## src/rtl/s10077_readout_seq.sv

```systemverilog
// s10077_readout_seq: S10077 line-sensor frame sequencer.
// Drives SENSOR_CLK/ST, then turns synchronized EOC/EOS edges into pixel strobes and frame status.
module s10077_readout_seq #(
    parameter int DIV       = 8,
    parameter int NPIX      = 1024,
    parameter int MIN_INTEG = 6,
    parameter int TIMEOUT   = 4096
) (
    input  logic        FPGA_CLK,
    input  logic        FPGA_RST,
    input  logic        START,
    input  logic        ABORT,
    input  logic        FREE_RUN,
    input  logic [20:0] INTEG_CLKS,
    input  logic        EOC,
    input  logic        EOS,
    output logic        SENSOR_CLK,
    output logic        ST,
    output logic        BUSY,
    output logic        PIX_STB,
    output logic [10:0] PIX_IDX,
    output logic        FRAME_DONE,
    output logic [10:0] FRAME_LEN,
    output logic        OVF,
    output logic        TIMEOUT_ERR
);
    localparam int DW = (DIV > 1) ? $clog2(DIV) : 1;
    typedef enum logic [1:0] {IDLE, ARM, INTEG, READ} state_t;
    state_t state_q, state_d;
    logic [DW-1:0] div_q;
    logic sclk_q, last, sclk_rise;
    logic [2:0] eoc_q, eos_q;
    logic eoc_e_q, eos_e_q;
    logic [20:0] integ_q, integ_d, cnt_q, cnt_d;
    logic [10:0] pix_q, pix_d, idx_q, idx_d, len_q, len_d;
    logic st_q, st_d, stb_q, stb_d, done_q, done_d, ovf_q, ovf_d, to_q, to_d;
    assign last      = div_q == DW'(DIV - 1);
    assign sclk_rise = last && !sclk_q;
    always_ff @(posedge FPGA_CLK) begin
        if (FPGA_RST) begin
            div_q   <= '0;
            sclk_q  <= 1'b0;
            eoc_q   <= '0;
            eos_q   <= '0;
            eoc_e_q <= 1'b0;
            eos_e_q <= 1'b0;
        end else begin
            div_q   <= last ? '0 : div_q + 1'b1;
            sclk_q  <= sclk_q ^ last;
            eoc_q   <= {eoc_q[1:0], EOC};
            eos_q   <= {eos_q[1:0], EOS};
            eoc_e_q <= eoc_q[1] & ~eoc_q[2];
            eos_e_q <= eos_q[1] & ~eos_q[2];
        end
    end
    always_comb begin
        state_d = state_q;
        integ_d = integ_q;
        cnt_d   = cnt_q;
        pix_d   = pix_q;
        idx_d   = idx_q;
        len_d   = len_q;
        st_d    = st_q;
        ovf_d   = ovf_q;
        stb_d   = 1'b0;
        done_d  = 1'b0;
        to_d    = 1'b0;
        if (ABORT) begin
            state_d = IDLE;
            st_d    = 1'b0;
        end else begin
            case (state_q)
                IDLE: if (START || FREE_RUN) begin
                    state_d = ARM;
                    integ_d = (INTEG_CLKS < 21'(MIN_INTEG)) ? 21'(MIN_INTEG) : INTEG_CLKS;
                    pix_d   = '0;
                    ovf_d   = 1'b0;
                end
                ARM: if (sclk_rise) begin
                    state_d = INTEG;
                    st_d    = 1'b1;
                    cnt_d   = '0;
                end
                INTEG: if (sclk_rise) begin
                    if (cnt_q == integ_q - 21'd1) begin
                        state_d = READ;
                        st_d    = 1'b0;
                        cnt_d   = '0;
                    end else cnt_d = cnt_q + 21'd1;
                end
                READ: begin
                    if (eoc_e_q) begin
                        if (pix_q < 11'(NPIX)) begin
                            stb_d = 1'b1;
                            idx_d = pix_q;
                            pix_d = pix_q + 11'd1;
                        end else ovf_d = 1'b1;
                    end
                    // EOS takes precedence over a timeout expiring on the same cycle
                    if (eos_e_q) begin
                        done_d  = 1'b1;
                        len_d   = pix_d;
                        state_d = IDLE;
                    end else if (sclk_rise) begin
                        if (cnt_q == 21'(TIMEOUT - 1)) begin
                            to_d    = 1'b1;
                            state_d = IDLE;
                        end else cnt_d = cnt_q + 21'd1;
                    end
                end
            endcase
        end
    end
    always_ff @(posedge FPGA_CLK) begin
        if (FPGA_RST) begin
            state_q <= IDLE;
            integ_q <= '0;
            cnt_q   <= '0;
            pix_q   <= '0;
            idx_q   <= '0;
            len_q   <= '0;
            st_q    <= 1'b0;
            stb_q   <= 1'b0;
            done_q  <= 1'b0;
            ovf_q   <= 1'b0;
            to_q    <= 1'b0;
        end else begin
            state_q <= state_d;
            integ_q <= integ_d;
            cnt_q   <= cnt_d;
            pix_q   <= pix_d;
            idx_q   <= idx_d;
            len_q   <= len_d;
            st_q    <= st_d;
            stb_q   <= stb_d;
            done_q  <= done_d;
            ovf_q   <= ovf_d;
            to_q    <= to_d;
        end
    end
    assign SENSOR_CLK  = sclk_q;
    assign ST          = st_q;
    assign BUSY        = state_q != IDLE;
    assign PIX_STB     = stb_q;
    assign PIX_IDX     = idx_q;
    assign FRAME_DONE  = done_q;
    assign FRAME_LEN   = len_q;
    assign OVF         = ovf_q;
    assign TIMEOUT_ERR = to_q;
endmodule

```

## config.mk

```make
export PLATFORM = sky130hd
export DESIGN_NAME = s10077_readout_seq
export DESIGN_NICKNAME = d
export VERILOG_FILES = /design/src/rtl/s10077_readout_seq.sv
export SDC_FILE = /design/constraint.sdc
export NUM_CORES = 1
export LEC_CHECK = 0
export BUFFER_PORTS_ARGS = -buffer_cell sky130_fd_sc_hd__buf_2
export CAP_MARGIN = 20
export CELL_PAD_IN_SITES_DETAIL_PLACEMENT = 0
export CELL_PAD_IN_SITES_GLOBAL_PLACEMENT = 1
export CORE_ASPECT_RATIO = 1.4
export CORE_MARGIN = 2
export CORE_UTILIZATION = 43
export CTS_CLUSTER_SIZE = 12
export DETAILED_ROUTE_END_ITERATION = 16
export PLACE_DENSITY_LB_ADDON = 0.1
export SLEW_MARGIN = 10
export SYNTH_ARGS = -nofsm -noshare
export SYNTH_HDL_FRONTEND = slang
export SYNTH_SLANG_ARGS = --single-unit
```

## constraint.sdc

```tcl
create_clock -name FPGA_CLK -period 3.78 [get_ports FPGA_CLK]
set_input_delay 0.756 -clock FPGA_CLK [delete_from_list [all_inputs] [get_ports FPGA_CLK]]
set_output_delay 0.756 -clock FPGA_CLK [all_outputs]
set_load 0.03 [all_outputs]
```

Word-level counts from Yosys, hierarchy flattened
Index checks and enable logic that the tools add are counted.
{"block": "op_classes", "n_addsub": 4, "order_cmp": 2, "n_eq_ne": 17, "mux": 31, "bitwise_logic": 9, "reduce_logical": 21}
{"operator": "$mux W21", "count": 7}
{"operator": "$pmux W21 S3", "count": 1}
{"operator": "$mux W11", "count": 3}
{"operator": "$pmux W11 S2", "count": 1}
{"operator": "$add A21 B1 Y21 const B", "count": 1}
{"operator": "$eq A21 B12 Y1 const B", "count": 1}
{"operator": "$eq A21 B21 Y1", "count": 1}
{"operator": "$lt A21 B3 Y1 const B", "count": 1}
{"operator": "$sub A21 B1 Y21 const B", "count": 1}
{"operator": "$ne A2 B2 Y1 const B", "count": 9}
{"operator": "$mux W2", "count": 7}
{"operator": "$add A11 B1 Y11 const B", "count": 1}
{"operator": "$lt A11 B11 Y1 const B", "count": 1}
{"operator": "$mux W1", "count": 9}
{"operator": "$reduce_and A3 Y1", "count": 3}
{"operator": "$pmux W2 S4", "count": 1}
{"operator": "$reduce_and A4 Y1", "count": 2}
{"operator": "$reduce_and A7 Y1", "count": 1}
{"operator": "$ne A3 B3 Y1 const B", "count": 2}
{"operator": "$not A1 Y1", "count": 6}
{"operator": "$reduce_and A6 Y1", "count": 1}
{"operator": "$reduce_bool A2 Y1", "count": 3}
{"operator": "$reduce_and A5 Y1", "count": 1}
{"operator": "$reduce_or A5 Y1", "count": 1}
{"operator": "other kinds (15)", "count": 19}
{"block": "totals", "reg_bits": 94, "inputBits": 28, "output_inout_bits": 29, "elab_cells": 101}

Logic depth before layout (Yosys ltp)
{"block": "logic_depth", "depth_word": 5, "ltp_mapped": 12, "mapped_depth_nobuf": 10}

Worst setup path after synthesis
No wires, ideal clock.
{"block": "synth_timing", "path_kind": "register -> register", "start": "register integ_q[0]", "end": "register cnt_q[5]", "setup_time_ps": 126, "arrival_time_ps": 2671, "path_slack_ps": 984, "path_stages_with_launch": 13, "path_cell_list": "dfxtp_1 -> buf_2 -> inv_1 -> ha_1 -> or3b_2 -> nor3_1 -> a21oi_1 -> o31ai_1 -> o211ai_1 -> o31a_1 -> o31ai_2 -> buf_4 -> nor3_1"}
{"block": "synth_between", "elab_chain_cells": 5}
{"element": "start: declaration", "line_no": "34", "text": "logic [20:0] integ_q, integ_d, cnt_q, cnt_d;"}
{"element": "start signal: assignment", "line_no": "129", "text": "integ_q <= integ_d;"}
{"element": "$sub A21 B1 Y21", "line_no": "85", "text": "if (cnt_q == integ_q - 21'd1) begin"}
{"element": "$eq A21 B21 Y1", "line_no": "85"}
{"element": "$mux W21", "line_no": "85"}
{"element": "$mux W21", "line_no": "84", "text": "INTEG: if (sclk_rise) begin"}
{"element": "$pmux W21 S3", "line_no": "72", "text": "case (state_q)"}
{"element": "end signal: assignment", "line_no": "130", "text": "cnt_q <= cnt_d;"}
{"element": "end: declaration", "line_no": "34"}
No other way between the ends. The select of a mux whose other input is x is not followed.
A chain may end at the register's enable or synchronous reset.

Worst setup path after layout
Same ends and word-level chain as after synthesis.

==> impl_metrics.env <==
export IMPL_dp_hpwl_um=8935
export IMPL_crit_path_end_kind="flip-flop"
export IMPL_die_h_um=126.5
export IMPL_start_util_pct=44.26
export IMPL_ys_flop_type="dfxtp_1"
export IMPL_cp_required_ns=4.00
export IMPL_path_delay_family="compound AO/OA/AOI/OAI gates"
export IMPL_first_pass_iters=4
export IMPL_drtAntennaViolNets=0
export IMPL_crit_end="cnt_q[5]"
export IMPL_min_period_ns=3.129
export IMPL_syn_inst=562
export IMPL_cpMostUsedCell="nor3_1"
export IMPL_clock_latency_ns=0.35
export IMPL_clk_path_buf_depth=2
export IMPL_synth_warnings=0
export IMPL_root_buffer="clkbuf_16"
export IMPL_netlist_area_leader_share_pct=40.86
export IMPL_finalSetupTns_ns=0
export IMPL_grt_pass1_vias=3945
export IMPL_fin_util_pct=51.05
export IMPL_postCtsSetupBuffers=0
export IMPL_die_area_um2=11570
export IMPL_wl_per_cell_um=15.93
export IMPL_fp_coreArea_um2=10410
export IMPL_pin_count=57
export IMPL_final_setup_skew_ns=0.006781
export IMPL_outcome="completed"
export IMPL_route_detailed_drc=0
export IMPL_timing_final_max_slew_violations=0
export IMPL_grt_pass1_wl_um=19830
export IMPL_max_cap_violations=0
export IMPL_r2r_cells=11
export IMPL_syn_nets=601
export IMPL_finalSetupViolations=0
export IMPL_drtIter0Drc=151
export IMPL_clkSlewWorstSetupHoldPaths_ns=0.07
export IMPL_vias_per_cell=5.397
export IMPL_cts_buffers=9
export IMPL_syn_area_um2=4606
export IMPL_period_share_pct=82.79
export IMPL_startpoint_type="flip-flop"
export IMPL_clkSinkCount=94
export IMPL_antenna_found_initial=1
export IMPL_cts_tree="done"
export IMPL_worst_endpoint_arrival_ns=3.35
export IMPL_vias=4037
export IMPL_numPortBuffers=56
export IMPL_synth_cell_types=56
export IMPL_hold_buffers=0
export IMPL_crit_path_max_incr_delay_ns=0.50
export IMPL_syn_area_per_cell_um2=8.195
export IMPL_fin_total_pwr_mw=2.312
export IMPL_p_per_area_nw_per_um2=435.3
export IMPL_whs_ns=0.3841
export IMPL_synthArstFlopShare_pct=0
export IMPL_wirelength_um=11920
export IMPL_synth_edf_count=0
export IMPL_grt_max_degree=48
export IMPL_place_congestion=0.9040
export IMPL_critical_path_max_fanout=20
export IMPL_worstMarginPinSlew_ns=0.7347
export IMPL_timing_rr_end="cnt_q[5]"
export IMPL_hp_class="flip-flop to flip-flop"
export IMPL_critPathBufInv=2
export IMPL_r2r_setup_slack_ns=0.65
export IMPL_syn2layout_area_growth_pct=15.32
export IMPL_num_rows=44
export IMPL_p_leak_nw=2.108
export IMPL_fin_nets=643
export IMPL_fmax_mhz=319.6
export IMPL_timing_hold_violations_final=0
export IMPL_rsz0062_at_grt="no"
export IMPL_die_w_um=91.47
export IMPL_cp_num_cells=11
export IMPL_grt_overflow_total=0
export IMPL_yosys_register_bits=94
export IMPL_yosysSeqAreaShare_pct=40.86
export IMPL_grt_usage_pct=21.55
export IMPL_synth_top_cell_by_area="dfxtp_1"
export IMPL_synth_area_top_cells="dfxtp_1 41%, nand2_1 7.2%, xnor2_1 5.3%"
export IMPL_cp_slowest_cell="or3b_2"
export IMPL_htreeDepth=3
export IMPL_worst_setup_path_type="flip-flop to flip-flop"
export IMPL_r2r_start="integ_q[0]"
export IMPL_crit_start="integ_q[0]"
export IMPL_cts_resized=0
export IMPL_max_slew_margin_pct=51.02
export IMPL_vdd_drop_max_uv=197.8
export IMPL_crit_chain="inv_1 > ha_1 > or3b_2 > nor3_1 > a21oi_1 > o31ai_1 > o211ai_1 > o31a_1 > o31ai_2 > buf_4 > nor3_1"
export IMPL_drive_gt1_share_pct=14.29
## metrics by stage
stage                     area, um2  setup WS, ns  std cells
final                          5311        0.6507        748
after global routing           5309        0.3018        747
after CTS                      5309        0.6424        747
after detailed placement       4987        0.6558        731
after global placement         4987        0.7902        731
after floorplan                4606        0.9835        562
## sequential cells by signal, indices dropped and copies added (netlist names)
| register | cells |
|---|---|
| cnt_q | 21 |
| integ_q | 21 |
| FRAME_LEN | 11 |
| PIX_IDX | 11 |
| pix_q | 11 |
| div_q | 3 |
| eoc_q | 3 |
| eos_q | 3 |
| state_q | 2 |
| FRAME_DONE | 1 |
| OVF | 1 |
| PIX_STB | 1 |
| SENSOR_CLK | 1 |
| ST | 1 |
| TIMEOUT_ERR | 1 |
| eoc_e_q | 1 |
| eos_e_q | 1 |
## placed cells by master, fill, tap and decap left out, types with 2 or more instances in the layout
master / instances
dfxtp_1: 94
nand2_1: 88
nor2_1: 61
buf_2: 56
a21oi_1: 42
xnor2_1: 28
xor2_1: 27
nor3_1: 17
inv_1: 14
nand4_1: 14
o21ai_0: 14
nor2b_1: 12
and3_1: 12
ha_1: 11
a211oi_1: 9
clkbuf_16: 9
nor4_1: 8
nand3_1: 7
buf_4: 7
a22oi_1: 6
or4_1: 6
and4_1: 6
mux2i_1: 5
and2_1: 4
nor3b_1: 4
a2111oi_0: 3
a31oi_1: 3
or3_1: 2
nand2b_1: 2
o211a_1: 2
a311oi_1: 2
o211ai_1: 2
o221a_2: 2
clkinvlp_4: 2
bufinv_16: 2
inv_6: 2
## area by class of cell
cell class | count | area, um2
timing repair buffer | 63 | 332.8
clock inverter | 6 | 92.59
tap | 138 | 172.7
sequential | 94 | 1882
fill | 1014 | 5094
multi-input combinational | 421 | 2544
antenna | 1 | 2.502
inverter | 15 | 56.30
clock buffer | 10 | 229.0
## kinds of logic (layout without fill, tap and decap cells)
group	Yosys count	after routing	share of synthesized area (%)
compound gates	101	101	14.43
fa+ha+maj	11	11	2.988
xor+xnor	55	55	10.46
mux	5	5	1.087
flops	94	94	40.86
other cells	0	1	0
simple gates	249	249	26.16
buf+inv	47	94	4.020
## synth_stat cells, types with 12 or more instances
master and instances:
dfxtp_1 94, nand2_1 88, nor2_1 61, a21oi_1 42, clkbuf_1 28, xnor2_1 28, xor2_1 27, nor3_1 18
inv_1 14, nand4_1 14, o21ai_0 14, and3_1 12, nor2b_1 12
## worst min-delay path by stage
stage | cells past startpoint | slack (ns) | to | start
after global placement | 1 | 0.37 | eoc_e_q | eoc_q[2]
after detailed placement | 1 | 0.38 | eos_e_q | eos_q[2]
after floorplan | 1 | 0.37 | eoc_e_q | eoc_q[2]
final | 1 | 0.38 | eoc_e_q | eoc_q[2]
after CTS | 1 | 0.39 | eos_e_q | eos_q[2]
after global routing | 1 | 0.39 | eoc_e_q | eoc_q[2]
## worst register-to-register path: stages, from the launching register on
cell and delay [ns]:
dfxtp_1 0.38, inv_1 0.08, ha_1 0.21, or3b_2 0.50, nor3_1 0.36, a21oi_1 0.16
o31ai_1 0.25, o211ai_1 0.14, o31a_1 0.33, o31ai_2 0.23, buf_4 0.28, nor3_1 0.09
## report_power, final
group	internal [mW]	leakage [nW]	switching [mW]
clock network	0.584	0.150	0.395
logic	0.119	1.20	0.169
registers	1.01	0.762	0.0305
total	1.72	2.11	0.594
## layer usage
| layer | track usage (%) | vias to the layer above | routed length (um) |
|---|---|---|---|
| met1 | 23.43 | 1910 | 4757 |
| met4 | 8.200 | 2 | 289 |
| li1 | - | 2044 | - |
| met2 | 40.35 | 57 | 6433 |
| met3 | 4.572 | 24 | 425 |
| met5 | 0 | - | 11 |
(Power assumes the default switching activity.)
